==> src/rtl/imem_loader_pkg.sv <==
`default_nettype none
// ============================================================================
// Module      : imem_loader_pkg
// Description : Shared types and widths for the instruction-memory loader.
//               State encoding, byte/word geometry and address width.
// Revision    : 1.0 - initial release
// ============================================================================
package imem_loader_pkg;

    localparam int BYTES_PER_WORD = 4;
    localparam int INSTR_W        = 32;
    localparam int ADDR_W         = 64;

    typedef enum logic [2:0] {
        HDR  = 3'd0,
        DATA = 3'd1,
        CSUM = 3'd2,
        DONE = 3'd3,
        ERR  = 3'd4
    } state_t;

endpackage : imem_loader_pkg
`default_nettype wire

==> src/rtl/imem_byte_assembler.sv <==
`default_nettype none
// ============================================================================
// Module      : imem_byte_assembler
// Description : Collects four bytes, little-endian (first byte -> bits 7:0),
//               into a 32-bit word. word_valid pulses combinationally in the
//               cycle the 4th byte is accepted, with word already complete.
// Ports       : clk, reset (async, active-high)
//               clear      - synchronous discard of any partial word
//               accept     - byte_in is taken on this rising edge
//               byte_in    - stream byte
//               word_valid - 4th byte being accepted this cycle
//               word       - assembled word (valid with word_valid)
// Revision    : 1.0 - initial release
// ============================================================================
module imem_byte_assembler
    import imem_loader_pkg::*;
(
    input  logic               clk,
    input  logic               reset,
    input  logic               clear,
    input  logic               accept,
    input  logic [7:0]         byte_in,
    output logic               word_valid,
    output logic [INSTR_W-1:0] word
);

    logic [1:0]  byte_cnt;
    // Only the first three bytes need storage; the 4th is taken straight
    // from byte_in so the word is available in its accepting cycle.
    logic [23:0] shift;

    always_ff @(posedge clk or posedge reset) begin
        if (reset) begin
            byte_cnt <= 2'd0;
            shift    <= 24'd0;
        end else if (clear) begin
            byte_cnt <= 2'd0;
            shift    <= 24'd0;
        end else if (accept) begin
            byte_cnt <= byte_cnt + 2'd1;
            shift    <= {byte_in, shift[23:8]};
        end
    end

    assign word_valid = accept && !clear && (byte_cnt == 2'd3);
    assign word       = {byte_in, shift};

endmodule : imem_byte_assembler
`default_nettype wire

==> src/rtl/imem_loader.sv <==
`default_nettype none
// ============================================================================
// Module      : imem_loader
// Description : Receives a program as a byte stream (4-byte LE count N, then
//               N LE words) and writes the words to instruction memory at
//               BASE_ADDR, +4, +8 ... Holds the core in reset until done.
//               Optional trailing XOR checksum byte: IMEM_LOADER_CHECKSUM_EN.
// Ports       : clk, reset (async, active-high), start (restart from DONE/ERR)
//               in_valid/in_data/in_ready  - byte stream handshake
//               mem_we/mem_addr/mem_wdata  - instruction memory write port
//               cpu_hold, done, error, words_loaded - status
// Revision    : 1.0 - initial release
// ============================================================================
module imem_loader
    import imem_loader_pkg::*;
#(
    parameter logic [ADDR_W-1:0] BASE_ADDR = 64'd0,
    parameter int                MAX_WORDS = 16
) (
    input  logic               clk,
    input  logic               reset,
    input  logic               start,
    input  logic               in_valid,
    input  logic [7:0]         in_data,
    output logic               in_ready,
    output logic               mem_we,
    output logic [ADDR_W-1:0]  mem_addr,
    output logic [INSTR_W-1:0] mem_wdata,
    output logic               cpu_hold,
    output logic               done,
    output logic               error,
    output logic [15:0]        words_loaded
);

    localparam logic [31:0] MAX_N = 32'(MAX_WORDS);

`ifdef IMEM_LOADER_CHECKSUM_EN
    localparam state_t AFTER_LOAD = CSUM;
`else
    localparam state_t AFTER_LOAD = DONE;
`endif

    state_t             state;
    state_t             state_next;
    logic [31:0]        hdr_count;
    logic               accept;
    logic               asm_accept;
    logic               restart;
    logic               word_valid;
    logic [INSTR_W-1:0] word;
    logic               last_word;

    assign accept     = in_valid && in_ready;
    assign asm_accept = accept && ((state == HDR) || (state == DATA));
    assign restart    = start && ((state == DONE) || (state == ERR));
    assign last_word  = (({16'd0, words_loaded} + 32'd1) == hdr_count);

    imem_byte_assembler u_asm (
        .clk        (clk),
        .reset      (reset),
        .clear      (restart),
        .accept     (asm_accept),
        .byte_in    (in_data),
        .word_valid (word_valid),
        .word       (word)
    );

`ifdef IMEM_LOADER_CHECKSUM_EN
    logic [7:0] csum;

    // Running XOR of every header and data byte.
    always_ff @(posedge clk or posedge reset) begin
        if (reset) begin
            csum <= 8'd0;
        end else if (restart) begin
            csum <= 8'd0;
        end else if (asm_accept) begin
            csum <= csum ^ in_data;
        end
    end
`endif

    // State register
    always_ff @(posedge clk or posedge reset) begin
        if (reset) begin
            state <= HDR;
        end else begin
            state <= state_next;
        end
    end

    // Next-state logic
    always_comb begin
        state_next = state;
        case (state)
            HDR: begin
                if (word_valid) begin
                    if (word == 32'd0) begin
                        state_next = AFTER_LOAD;
                    end else if (word > MAX_N) begin
                        state_next = ERR;
                    end else begin
                        state_next = DATA;
                    end
                end
            end
            DATA: begin
                if (word_valid && last_word) begin
                    state_next = AFTER_LOAD;
                end
            end
`ifdef IMEM_LOADER_CHECKSUM_EN
            CSUM: begin
                if (accept) begin
                    state_next = (in_data == csum) ? DONE : ERR;
                end
            end
`endif
            DONE, ERR: begin
                if (start) begin
                    state_next = HDR;
                end
            end
            default: state_next = HDR;
        endcase
    end

    // Outputs decoded from state
    always_comb begin
        in_ready = (state == HDR) || (state == DATA) || (state == CSUM);
        done     = (state == DONE);
        error    = (state == ERR);
        cpu_hold = (state != DONE);
    end

    // Header capture and memory write datapath
    always_ff @(posedge clk or posedge reset) begin
        if (reset) begin
            hdr_count    <= 32'd0;
            words_loaded <= 16'd0;
            mem_we       <= 1'b0;
            mem_addr     <= BASE_ADDR;
            mem_wdata    <= '0;
        end else begin
            mem_we <= 1'b0;
            if (restart) begin
                words_loaded <= 16'd0;
            end
            if ((state == HDR) && word_valid) begin
                hdr_count <= word;
            end
            if ((state == DATA) && word_valid) begin
                mem_we       <= 1'b1;
                mem_addr     <= BASE_ADDR + {46'd0, words_loaded, 2'b00};
                mem_wdata    <= word;
                words_loaded <= words_loaded + 16'd1;
            end
        end
    end

endmodule : imem_loader
`default_nettype wire

==> config.mk <==
export PLATFORM = sky130hd
export DESIGN_NAME = imem_loader
export DESIGN_NICKNAME = d
export VERILOG_FILES = /design/src/rtl/imem_loader_pkg.sv /design/src/rtl/imem_byte_assembler.sv /design/src/rtl/imem_loader.sv
export SDC_FILE = /design/constraint.sdc
export NUM_CORES = 1
export LEC_CHECK = 0
export ABC_AREA = 0
export BUFFER_PORTS_ARGS = -buffer_cell sky130_fd_sc_hd__clkbuf_2
export CAP_MARGIN = 5
export CORE_ASPECT_RATIO = 0.5
export CORE_UTILIZATION = 50
export DETAILED_ROUTE_END_ITERATION = 10
export MAX_ROUTING_LAYER = met4
export PLACE_DENSITY = 0.75
export SYNTH_ARGS = -nofsm -noshare
export SYNTH_HDL_FRONTEND = slang
export SYNTH_SLANG_ARGS = --single-unit
==> constraint.sdc <==
create_clock -name clk -period 4.33 [get_ports clk]
set_input_delay 0 -clock clk [delete_from_list [all_inputs] [get_ports clk]]
set_output_delay 0 -clock clk [all_outputs]
set_load 0.01 [all_outputs]
# Yosys cells after proc, flatten, opt, wreduce, memory -nomap -nowiden
# Cells that the tools add are included.
[totals]
regBits = 126
wordCells = 53
input_bits = 12
out_inout_bits = 117
[classes]
n_mux = 13
n_reduce_logical = 18
add_sub_neg = 3
n_eq_ne = 10
n_lt_le_gt_ge = 1
[ops]
columns = ["op", "count"]
rows = [
  ["two-way mux 24 bit", 2],
  ["== test 17 x 32 -> 1 bit", 1],
  ["> comparator 32 x 5 -> 1 bit (second input constant)", 1],
  ["logical NOT 32 bit", 1],
  ["two-way mux 16 bit", 2],
  ["adder 16 x 1 -> 17 bit (second input constant)", 1],
  ["adder 16 x 1 -> 16 bit (second input constant)", 1],
  ["two-way mux 3 bit", 5],
  ["one-hot mux 3 bit (3 select lines)", 1],
  ["logical AND 1 bit", 8],
  ["== test 3 x 2 -> 1 bit (second input constant)", 2],
  ["inequality test 2 bit (second input constant)", 3],
  ["two-way mux 2 bit", 2],
  ["nonzero test 2 bit", 2],
  ["== test 3 x 1 -> 1 bit (second input constant)", 1],
  ["== test 3 bit (second input constant)", 1],
  ["logical NOT 3 bit", 1],
  ["logical OR 1 bit", 3],
  ["inequality test 3 x 2 -> 1 bit (second input constant)", 1],
  ["AND reduction 3 bit", 1],
  ["adder 2 x 1 -> 2 bit (second input constant)", 1],
  ["== test 2 bit (second input constant)", 1],
  ["OR reduction 2 bit", 1],
  ["logical NOT 1 bit", 1],
  ["two-way mux 1 bit", 1],
]

# Depth between registers and ports, before layout
# Gate-level depths: netlist of the first run.
[depth]
ltp_word = 10
depth_mapped = 8
mapped_depth_nobuf = 7

# Modules after synthesis
# Synthesis of the first run repeated with hierarchy kept, for this count alone.
[unflattened]
cells_unflattened = 635
hier_area_um2 = 6306.0
[modules_own_cells]
columns = ["module", "seq_area_each_um2", "cells_each", "instances", "area_per_inst_um2"]
rows = [
  ["imem_loader", 2502.4, 539, 1, 5146.2],
  ["imem_byte_assembler", 650.6, 96, 1, 1159.9],
]

# Least setup slack after synthesis of the first run
# Ideal clock, no wire load.
[synth_path]
kind = "reg-to-reg"
startpoint = "register words_loaded[1]"
endpoint = "register state[1]"
n_path_buf = 1
path_stages_with_launch = 9
slack_ps = 1839
synth_period_minus_slack_ps = 2491
t_arrival_ps = 2399
setup_time_ps = 92
required_time_ps = 4238
cell_sequence = "dfrtp_1 ha_1 buf_4 and3_1 nor2_1 a211o_1 or4_1 or4_1 o31ai_2"
[synth_between]
elab_chain_cells = 5
[synth_rtl]
columns = ["item", "line_no", "rtl"]
rows = [
  ["start: declaration", "imem_loader.sv:32", "output logic [15:0] words_loaded"],
  ["start signal: assignment", "imem_loader.sv:156", "words_loaded <= words_loaded + 16'd1;"],
  ["adder 16 x 1 -> 17 bit", "imem_loader.sv:56", "assign last_word = (({16'd0, words_loaded} + 32'd1) == hdr_count);"],
  ["== test 17 x 32 -> 1 bit", "imem_loader.sv:56", ""],
  ["logical AND 1 bit", "imem_loader.sv:108", "if (word_valid && last_word) begin"],
  ["inequality test 2 bit (no line)", "n/a", ""],
  ["AND reduction 3 bit (no line)", "n/a", ""],
  ["end signal: assignment", "imem_loader.sv:88", "state <= state_next;"],
  ["end: declaration", "imem_loader.sv:43", "state_t state;"],
]
# No other way between the ends.
# A chain may end at the register's enable or synchronous reset.

# Final worst setup path of the first run
[layout_path]
startpoint = "register words_loaded[0]"
endpoint = "register state[1]"
# The elaborated chain is that of the path after synthesis.

==> summary.md, run 1 <==
| Metric | Value |
|---|---|
| H-tree depth | 4 |
| CP arrival | 3.10 ns |
| DIE AREA | 12390 um^2 |
| Top Usage Layer GRT | met2 |
| First-pass DRT Iterations | 5 |
| Worst r2r src | words_loaded[0] |
| CTS tree | done |
| Ant. Diodes | 0 |
| # port buffers | 80 |
| Drt drc | 0 |
| Vias | 4592 |
| Die H | 79.20 um |
| Postcts setup bufs | 0 |
| Final Max Tran Viols | 0 |
| Initial core utilization | 0.5282 |
| Worst Reg-to-Reg Cells | 7 |
| Switching Fraction | 0.3097 |
| Least-Margin Pin Slew | 1.046 ns |
| Synth unique cells | 46 |
| Crit-path most repeated cell | or4_1 |
| Slowest CP cell | dfrtp_1 |
| HP Class | primary input to register |
| Upper clock frequency limit | 0.3602 GHz |
| Setup TNS | 0 ns |
| Worst skew pair latency | 0.41 ns |
| Synthesis Warnings | 0 |
| Post-CTS Resized | 0 |
| Final wirelength | 13800 um |
| HPWL Detailed | 8828 um |
| Rel. slew slack | 0.3027 |
| Overall die width | 156.4 um |
| Final hold violations | 0 |
| Setup Skew | 0.007913 ns |
| Worst Path Buf+Inv | 0 |
| Vias in the first global route | 4389 |
| Power consumption | 4.013 mW |
| Area growth from synthesis to final layout | 17.34% |
| Pwr Density | 573.9 nW/um^2 |
| R2r setup slk | 1.55 ns |
| Vias/cell | 5.364 |
| I/O pin cnt | 129 |
| Sw power | 1.243 mW |
| Ranking of synthesized cells by area | dfrtp_1 53%, nand2_1 10%, buf_4 6.3% |
| Dominant synthesized flop cell | dfrtp_1 |
| R2R Path End | state[1] |
| Setup violators final | 0 |
| Avg Inst Size Synth | 9.834 um^2 |
| Yosys top cell by area | dfrtp_1 |
| Delay-heaviest family, CP | simple AND/OR/NAND/NOR gates |
| Period utilization | 0.6411 |
| Antenna violations before repair | 0 |
| Post-route antenna net violation count | 0 |
| DRT iter0 DRCs | 322 |
| # rows | 27 |
| Yosys reg bits | 126 |
| Grt ovf | 0 |
| Post-synth top area share | 0.5291 |
| CP max stage delay | 0.55 ns |
| Fin crit period | 2.776 ns |
| Post-synthesis sequential area ratio | 0.5291 |
| Worst-path cell chain | ha_1 > and3_1 > nor2_1 > a211o_1 > or4_1 > or4_1 > o31ai_2 |
| Max Root-Sink Buffers | 2 |
| Netlist Area Pre-Place | 5959 um^2 |
| Number of synthesized flops with an enable pin | 0 |
| Worst vdd ir | 0.0003035 V |
| Worst setup SP type | register |
| Mapped Cells | 606 |
| CP Class | register to register |
| Placer Congestion | 0.8813 |
| Share of cells above drive strength 1 | 0.2267 |
| Critical path required time | 4.66 ns |
| Routed WL per cell | 16.12 um |
| Hold EP | state[0] |
| Clk pin slew, worst setup/hold paths | 0.06 ns |
| Worst hold stages | 4 |
| CTS root buf | clkbuf_16 |
| Hold_sp | in_valid |
| Clock power frac | 0.369 |
| First-pass GRT wire length | 23060 um |
| Sequential share of power | 0.439 |
| Crit-path max FO | 11 |
| LEAKAGE | 3.599 nW |
| Share of synthesized registers carrying an async set or reset | 1.000 |
| RSZ-0062 raised after global routing | no |
| All-Layer GR Usage | 0.2507 |
| Combinational Power Share | 0.192 |
| GR Util met3 | 0.05841 |
| Max cap viols | 0 |
| Pin count of the biggest net entering global routing | 80 |
| GR Layer Usage met2 | 0.3723 |
| Int Pwr | 2.770 mW |
| CTS sink count | 126 |
| Core area | 11280 um^2 |
| Clock buffer count from CTS | 17 |
| Critical Path End Type | register |
| Status | completed |
| Final net count | 698 |
| Met1 Usage GRT | 0.3466 |
-- synth_stat cells, drive strengths merged, types with 2 or more instances --
cell type,n
a22o,26
nor3b,2
o41ai,2
and3,4
nor3,5
o2bb2ai,2
nand2,166
a31oi,4
inv,7
a21oi,13
nand3,4
xor2,9
dfrtp,126
nor2,21
mux2,32
o31ai,5
ha,2
or3,3
o21ai,32
xnor2,13
a211o,3
and4,4
clkbuf,19
and2,3
buf,64
nand4,11
nor4,11
nor2b,2
or4,2
-- per-stage QoR --
step / instances / setup WS [ns] / instance area, um^2 / utilization / hold WS [ns]
2_1_floorplan: 653 / 0.9741 / 6136 / - / 0.1054
3_3_place_gp: 814 / 1.661 / 6277 / 0.5563 / 0.2613
3_5_place_dp: 814 / 1.546 / 6277 / 0.5563 / 0.2643
4_1_cts: 856 / 1.560 / 6993 / 0.6198 / 0.002669
5_1_grt: 856 / 1.380 / 6993 / 0.6198 / 0.06067
6_report: 856 / 1.554 / 6993 / 0.6198 / 0.01782
-- cells in the final DEF, fill, tap and decap left out, types with 4 or more instances in the layout --
master and count:
nor4_1 11, mux2_2 32, o31ai_1 4, xnor2_1 13, nor2_1 20, a22o_1 26, nand2_1 166, o21ai_0 32
clkbuf_16 17, buf_4 5, nor3_1 5, clkbuf_2 80, conb_1 48, and3_1 4, nand4_1 10, dlygate4sd3_1 10
a31oi_1 4, a21oi_1 13, xor2_1 9, inv_1 5, dfrtp_1 126
-- sequential cells by signal, summed over array words and instances (netlist names) --
name / flops
words_loaded: 16
state: 3
hdr_count: 32
mem_wdata: 32
mem_we: 1
mem_addr: 16
u_asm.shift: 24
u_asm.byte_cnt: 2
-- cell type report --
class	instances	area, um^2
Fill cell	918	4290
Sequential cell	126	3153
Multi-Input combinational cell	437	2459
Timing Repair Buffer	95	538.0
Clock buffer	19	452.9
Tap cell	159	198.9
Clock inverter	13	162.7
Inverter	7	28.78
-- what timing repair did --
action | 4_1_cts | 5_1_grt
hold buffers | 10 | 0
setup endpoints to repair | 0 | 0
endpoints found under the hold margin | 104 | 0
-- tightest hold or removal path: stages --
cell	delay, ns
clkbuf_2	0.13
nand2_1	0.09
or3_1	0.10
a21oi_1	0.06
-- logic make-up after synthesis --
group | synth area share
xor gates and xnor gates | 0.03233
and+or+nand+nor | 0.1793
AOI/OAI and AO/OA | 0.1029
other | 0.0006293
buffers and inverters | 0.08944
muxes | 0.06215
DFF | 0.5291
adders and majority gates | 0.004198
-- worst max-delay path by stage --
stage	start	endpoint	slack [ns]	cells past startpoint
3_3_place_gp	words_loaded[0]	state[1]	1.66	7
3_5_place_dp	words_loaded[0]	state[1]	1.55	7
2_1_floorplan	reset	hdr_count[0]	0.97	1
6_report	words_loaded[0]	state[1]	1.55	7
5_1_grt	words_loaded[0]	state[1]	1.38	7
4_1_cts	words_loaded[0]	state[1]	1.56	7
-- layer usage --
metal | up-vias | routed length, um | share of wire
met5 | - | 0 | 0
met4 | 0 | 164 | 0.012
met3 | 18 | 736 | 0.053
met2 | 162 | 6164 | 0.45
met1 | 2276 | 6730 | 0.49
li1 | 2136 | - | -
-- power groups by stage --
stage	combinational [mW]	sequential (mW)	clock [mW]
4_1_cts	0.770	1.75	1.50
2_1_floorplan	0.638	1.64	0
5_1_grt	0.842	1.79	1.56
3_3_place_gp	0.724	1.75	0
6_report	0.769	1.76	1.48
3_5_place_dp	0.747	1.77	0
Power figures use the tool's default switching activity.
==> run 2, diff against run 1 <==
Settings changed: ABC_AREA 0 to 1, CORE_UTILIZATION 50 to 49, PLACE_DENSITY 0.75 to 0.77.
Clock period 4.33 ns to 2.55 ns, I/O delays scaled along.
==> summary.md, run 2 <==
| Metric | Value |
|---|---|
| Status | completed |
| Synth top cells by count | 175 x nand2_1, 126 x dfrtp_1, 86 x o21ai_0, 80 x inv_1, 50 x buf_4 |
| Power consumption | 6.731 mW |
| First-pass DRT Iterations | 5 |
| Worst vdd ir | 0.0006296 V |
| Pin count of the biggest net entering global routing | 65 |
| All-Layer GR Usage | 0.2539 |
| Post-synth top area share | 0.5322 |
| Final hold violations | 0 |
| Ranking of synthesized cells by area | dfrtp_1 53%, nand2_1 11%, o21ai_0 7.3% |
| Final net count | 800 |
| Fillers | 990 |
| Synth unique cells | 32 |
| Critical path origin | words_loaded[0] |
| Combinational Power Share | 0.218 |
| Post-CTS Resized | 0 |
| Area growth from synthesis to final layout | 19.20% |
| Pwr Density | 953.2 nW/um^2 |
| Largest regs | hdr_count x32, mem_wdata x32, u_asm.shift x24 |
| CP Class | register to register |
| Final wirelength | 14090 um |
| Yosys top cell by area | dfrtp_1 |
| RSZ-0062 raised after global routing | no |
| Mapped Cells | 693 |
| Post-synthesis sequential area ratio | 0.5322 |
| # port buffers | 80 |
| Dpl ws | 0.5318 ns |
| Clk pin slew, worst setup/hold paths | 0.06 ns |
| Final Max Tran Viols | 0 |
| Int Pwr | 4.599 mW |
| Least-Margin Pin Slew | 0.9321 ns |
| Setup TNS | 0 ns |
| Commonest non-fill, non-tap cell in the layout | nand2_1 |
| Clock power frac | 0.385 |
| Final instance area | 7062 um^2 |
| I/O pin cnt | 129 |
| Sequential share of power | 0.397 |
| DRT iter0 DRCs | 451 |
| Share of cells above drive strength 1 | 0.1802 |
| Clock buffer count from CTS | 17 |
| Critical path required time | 2.89 ns |
| Worst setup SP type | register |
| Overall die width | 157.5 um |
| Antenna violations before repair | 0 |
| Setup Skew | 0.01292 ns |
| Share of synthesized registers carrying an async set or reset | 1.000 |
| Hold_sp | start |
| CTS root buf | clkbuf_16 |
| Vias/cell | 5.109 |
| Crit-path max FO | 7 |
| Synthesis Warnings | 0 |
| LEAKAGE | 3.617 nW |
| Placer Congestion | 0.8810 |
| Setup violators final | 0 |
| Period utilization | 0.8110 |
| Avg Inst Size Synth | 8.549 um^2 |
| Grt ovf | 0 |
| Max Root-Sink Buffers | 2 |
| CP arrival | 2.41 ns |
| Routed WL per cell | 14.71 um |
| Worst r2r src | words_loaded[0] |
| CTS tree | done |
| Dominant synthesized flop cell | dfrtp_1 |
| Core Util, Final | 0.6203 |
| Sw power | 2.132 mW |
| Initial core utilization | 0.5204 |
| Yosys reg bits | 126 |
| Upper clock frequency limit | 0.4835 GHz |
| Setup WS post-layout | 0.4820 ns |
| Worst skew pair latency | 0.41 ns |
| First-pass GRT wire length | 23450 um |
| HPWL Detailed | 9699 um |
| DIE AREA | 12560 um^2 |
| Placed cell area | 6317 um^2 |
| Die H | 79.75 um |
| H-tree depth | 4 |
| Core area | 11380 um^2 |
| Switching Fraction | 0.3167 |
| Netlist Area Pre-Place | 5924 um^2 |
| Ant. Diodes | 0 |
| Post-route antenna net violation count | 0 |
| Vias | 4894 |
| Max cap viols | 0 |
| Critical Path End Type | register |
| Vias in the first global route | 4615 |
| Fin crit period | 2.068 ns |
| HP Class | primary input to register |
| Most frequent cells in the layout | 174 x nand2_1, 126 x dfrtp_1, 86 x o21ai_0, 80 x clkbuf_2, 79 x inv_1 |
| Drt drc | 0 |
| CTS sink count | 126 |
| Rel. slew slack | 0.3773 |
| Number of synthesized flops with an enable pin | 0 |
| # rows | 27 |
| Count leader, synth | nand2_1 |
-- run 2: cell count changes after synthesis, moves of 8 or more --
| cell | delta |
|---|---|
| a21oi_1 | -10 |
| a22o_1 | -26 |
| buf_1 | -8 |
| inv_1 | +73 |
| mux2_2 | -32 |
| nand2_1 | +9 |
| nand3_1 | +36 |
| o21ai_0 | +54 |
| o22ai_1 | +37 |
| xnor2_1 | -12 |
| xor2_1 | -8 |
-- run 2: per-stage QoR --
step	hold WS, ns	instances
after CTS	0.002598	958
final	0.005777	958
after floorplan	0.1448	740
after global placement	0.1983	915
after global routing	0.02363	958
after detailed placement	0.2200	915
-- run 2: kinds of logic (layout without fill, tap and decap cells) --
kind of cell | Yosys count | after routing | synth area share
AOI/OAI and AO/OA | 130 | 130 | 0.1185
xor gates and xnor gates | 3 | 3 | 0.006758
adders and majority gates | 2 | 2 | 0.004223
buffers and inverters | 157 | 216 | 0.1349
DFF | 126 | 126 | 0.5322
other | 1 | 48 | 0.0006330
and+or+nand+nor | 274 | 274 | 0.2027
-- run 2: layout make-up --
type,instances,area (um^2),share of cell area
Sequential cell,126,3153,0.4465
Multi-Input combinational cell,457,2156,0.3053
Timing Repair Buffer,99,595.6,0.08434
Clock buffer,22,474.2,0.06715
Inverter,85,324.1,0.04589
Tap cell,159,198.9,0.02817
Clock inverter,10,160.2,0.02268
-- run 2: path summary, 6_finish.rpt --
kind,to,slack (ns),cells after the start
setup / recovery,state[1],0.48,15
hold / removal,u_asm.byte_cnt[0],0.006,4
setup reg to reg,state[1],0.48,15
hold reg to reg,mem_wdata[5],0.48,2
max in group asynchronous,mem_addr[8],1.41,4
min in group asynchronous,mem_addr[5],0.31,3
-- run 2: power groups by stage --
stage | clock (mW) | combinational (mW) | sequential [mW]
floorplan | 0 | 1.08 | 2.61
global placement | 0 | 1.37 | 2.67
detailed placement | 0 | 1.41 | 2.69
CTS | 2.62 | 1.46 | 2.66
global route | 2.71 | 1.66 | 2.72
finish | 2.59 | 1.47 | 2.67
-- run 2: per-layer routing --
metal,global-route usage,vias up,share of wire
li1,-,2338,-
met1,0.3446,2332,0.47
met2,0.3832,204,0.46
met3,0.05157,20,0.061
met4,0.08641,0,0.014
met5,-,-,0
-- run 2: what timing repair did --
item                                    CTS  global route
endpoints found under the setup margin    0             0
hold buffers                             11             0
setup buffers                             0             0
hold endpoints to repair                 58             0
-- run 2: worst max-delay path: stages, from the launching register on --
cell	delay [ns]
dfrtp_1	0.46
ha_1	0.25
nand2_2	0.11
nor2_8	0.17
nand2_4	0.08
clkinv_2	0.07
nand3_2	0.06
nand2_1	0.11
nand2_1	0.06
nand2_1	0.06
nand3_1	0.10
nor2_1	0.15
nand2_2	0.11
nand2_2	0.08
nand2_1	0.06
nand2_1	0.07
==> run 3, diff against run 2 <==
Clock period 2.55 ns to 1.65 ns, I/O delays scaled along.
==> summary.md, run 3 (same netlist as run 2, synthesis figures left out) <==
| Metric | Value |
|---|---|
| Status | finished with violations |
| Failing checks | negative setup slack |
| R2R Path End | state[1] |
| Critical Path End Type | register |
| Placed cell area | 6793 um^2 |
| CTS root buf | clkbuf_16 |
| Worst r2r src | words_loaded[0] |
| Final instance area | 7667 um^2 |
| DRT iter0 DRCs | 462 |
| Worst skew pair latency | 0.42 ns |
| CP arrival | 2.16 ns |
| Worst setup SP type | register |
| Setup violators final | 55 |
| Core area | 11380 um^2 |
| I/O pin cnt | 129 |
| Initial core utilization | 0.5204 |
| Overall die width | 157.5 um |
| Dpl ws | -0.1189 ns |
| Post-route antenna net violation count | 0 |
| Max Root-Sink Buffers | 2 |
| Sequential share of power | 0.399 |
| Setup Skew | 0.007301 ns |
| Max cap viols | 0 |
| Crit-path max FO | 4 |
| Ant. Diodes | 0 |
| Clock power frac | 0.359 |
| Final hold violations | 0 |
| Final net count | 858 |
| Critical path required time | 2.00 ns |
| Drt drc | 0 |
| LEAKAGE | 3.977 nW |
| Period utilization | 1.097 |
| Pin count of the biggest net entering global routing | 47 |
| Routed WL per cell | 15.44 um |
| CTS sink count | 126 |
| Vias | 5233 |
| Combinational Power Share | 0.242 |
| Rel. slew slack | 0.5652 |
| First-pass DRT Iterations | 5 |
| H-tree depth | 4 |
| Largest regs | hdr_count x32, mem_wdata x32, u_asm.shift x24 |
| Final Max Tran Viols | 0 |
| Clock buffer count from CTS | 17 |
| Sw power | 3.491 mW |
| Most frequent cells in the layout | 169 x nand2_1, 121 x dfrtp_1, 84 x o21ai_0, 80 x clkbuf_2, 77 x inv_1 |
| Setup WS post-layout | -0.1605 ns |
| Core Util, Final | 0.6735 |
| Hold_ws | 0.2188 ns |
| Die H | 79.75 um |
| Worst Reg-to-Reg Cells | 13 |
| CTS tree | done |
| Grt ovf | 0 |
| Power consumption | 10.38 mW |
| Antenna violations before repair | 0 |
| Final wirelength | 15690 um |
| HP Class | primary input to asynchronous set/reset pin |
| All-Layer GR Usage | 0.2773 |
| Commonest non-fill, non-tap cell in the layout | nand2_1 |
| First-pass GRT wire length | 25120 um |
| Area growth from synthesis to final layout | 29.42% |
| Least-Margin Pin Slew | 0.6508 ns |
| RSZ-0062 raised after global routing | yes |
| Share of cells above drive strength 1 | 0.2590 |
| Upper clock frequency limit | 0.5523 GHz |
| HPWL Detailed | 10310 um |
| Placer Congestion | 0.9186 |
| CP Class | register to register |
| Fin crit period | 1.811 ns |
| DIE AREA | 12560 um^2 |
| Vias in the first global route | 4917 |
| Clk pin slew, worst setup/hold paths | 0.06 ns |
| # rows | 27 |
| Worst vdd ir | 0.0008516 V |
| Vias/cell | 5.151 |
| Switching Fraction | 0.3364 |
| Int Pwr | 6.886 mW |
| # port buffers | 80 |
| Pwr Density | 1353 nW/um^2 |
| R2r setup slk | -0.16 ns |
## run 3: cell count changes in the layout (fill, tap and decap cells not counted), moves of 3 or more
cell,before,now
buf_12,2,8
buf_4,6,53
bufbuf_16,0,3
clkbuf_8,3,0
dfrtp_1,126,121
dfrtp_2,0,5
inv_6,0,4
nand2_1,174,169
nand2_2,6,10
## run 3: through the flow
step	setup TNS [ns]	cells
floorplan	-0.1282	740
global placement	-0.3289	968
detailed placement	-0.6689	968
CTS	-2.421	1015
global route	-16.65	1016
finish	-3.252	1016
## run 3: power groups by stage
stage	clock, mW	sequential, mW	combinational (mW)
4_1_cts	3.74	4.12	2.45
6_report	3.72	4.14	2.51
3_3_place_gp	0	4.12	2.31
2_1_floorplan	0	4.03	1.67
5_1_grt	3.92	4.20	2.83
3_5_place_dp	0	4.16	2.37
## run 3: worst max-delay path, stage by stage (launching register included)
cell     delay, ns
dfrtp_2       0.44
ha_4          0.19
nand2_4       0.09
nand2_1       0.11
xnor2_1       0.16
nor2_1        0.11
nand3_1       0.09
nor2_1        0.11
nand2_1       0.06
nor2_2        0.10
nand2_2       0.09
nand2_2       0.09
nand2_1       0.06
nand2_1       0.05
## run 3: cell type report
class                           instances  area [um^2]
Timing Repair Buffer                  157         1192
Tap cell                              159        198.9
Clock buffer                           17        425.4
Clock inverter                         15        161.4
Sequential cell                       126         3159
Inverter                               85        324.1
Fill cell                             878         3717
Multi-Input combinational cell        457         2206
## run 3: repair_timing
action | 4_1_cts | 5_1_grt
hold endpoints to repair | 45 | 0
pin swaps | 2 | 4
setup buffers | 1 | 1
gates resized for setup | 10 | 14
endpoints found under the setup margin | 18 | 123
gates cloned | 3 | 0
hold buffers | 11 | 0
## run 3: worst max path at each step
stage	endpoint	start	depth (start not counted)	slack [ns]
after detailed placement	state[0]	words_loaded[1]	12	-0.12
after CTS	state[2]	words_loaded[0]	15	-0.13
after global routing	state[2]	words_loaded[0]	15	-0.30
final	state[1]	words_loaded[0]	13	-0.16
after floorplan	words_loaded[0]	reset	1	-0.04
after global placement	state[0]	words_loaded[2]	13	-0.09
## run 3: layer usage
| metal | global-route usage | share of wire | vias to the layer above |
|---|---|---|---|
| li1 | - | - | 2466 |
| met1 | 0.3538 | 0.44 | 2516 |
| met2 | 0.4394 | 0.48 | 222 |
| met3 | 0.05049 | 0.067 | 29 |
| met4 | 0.1194 | 0.018 | 0 |
| met5 | - | 0 | - |
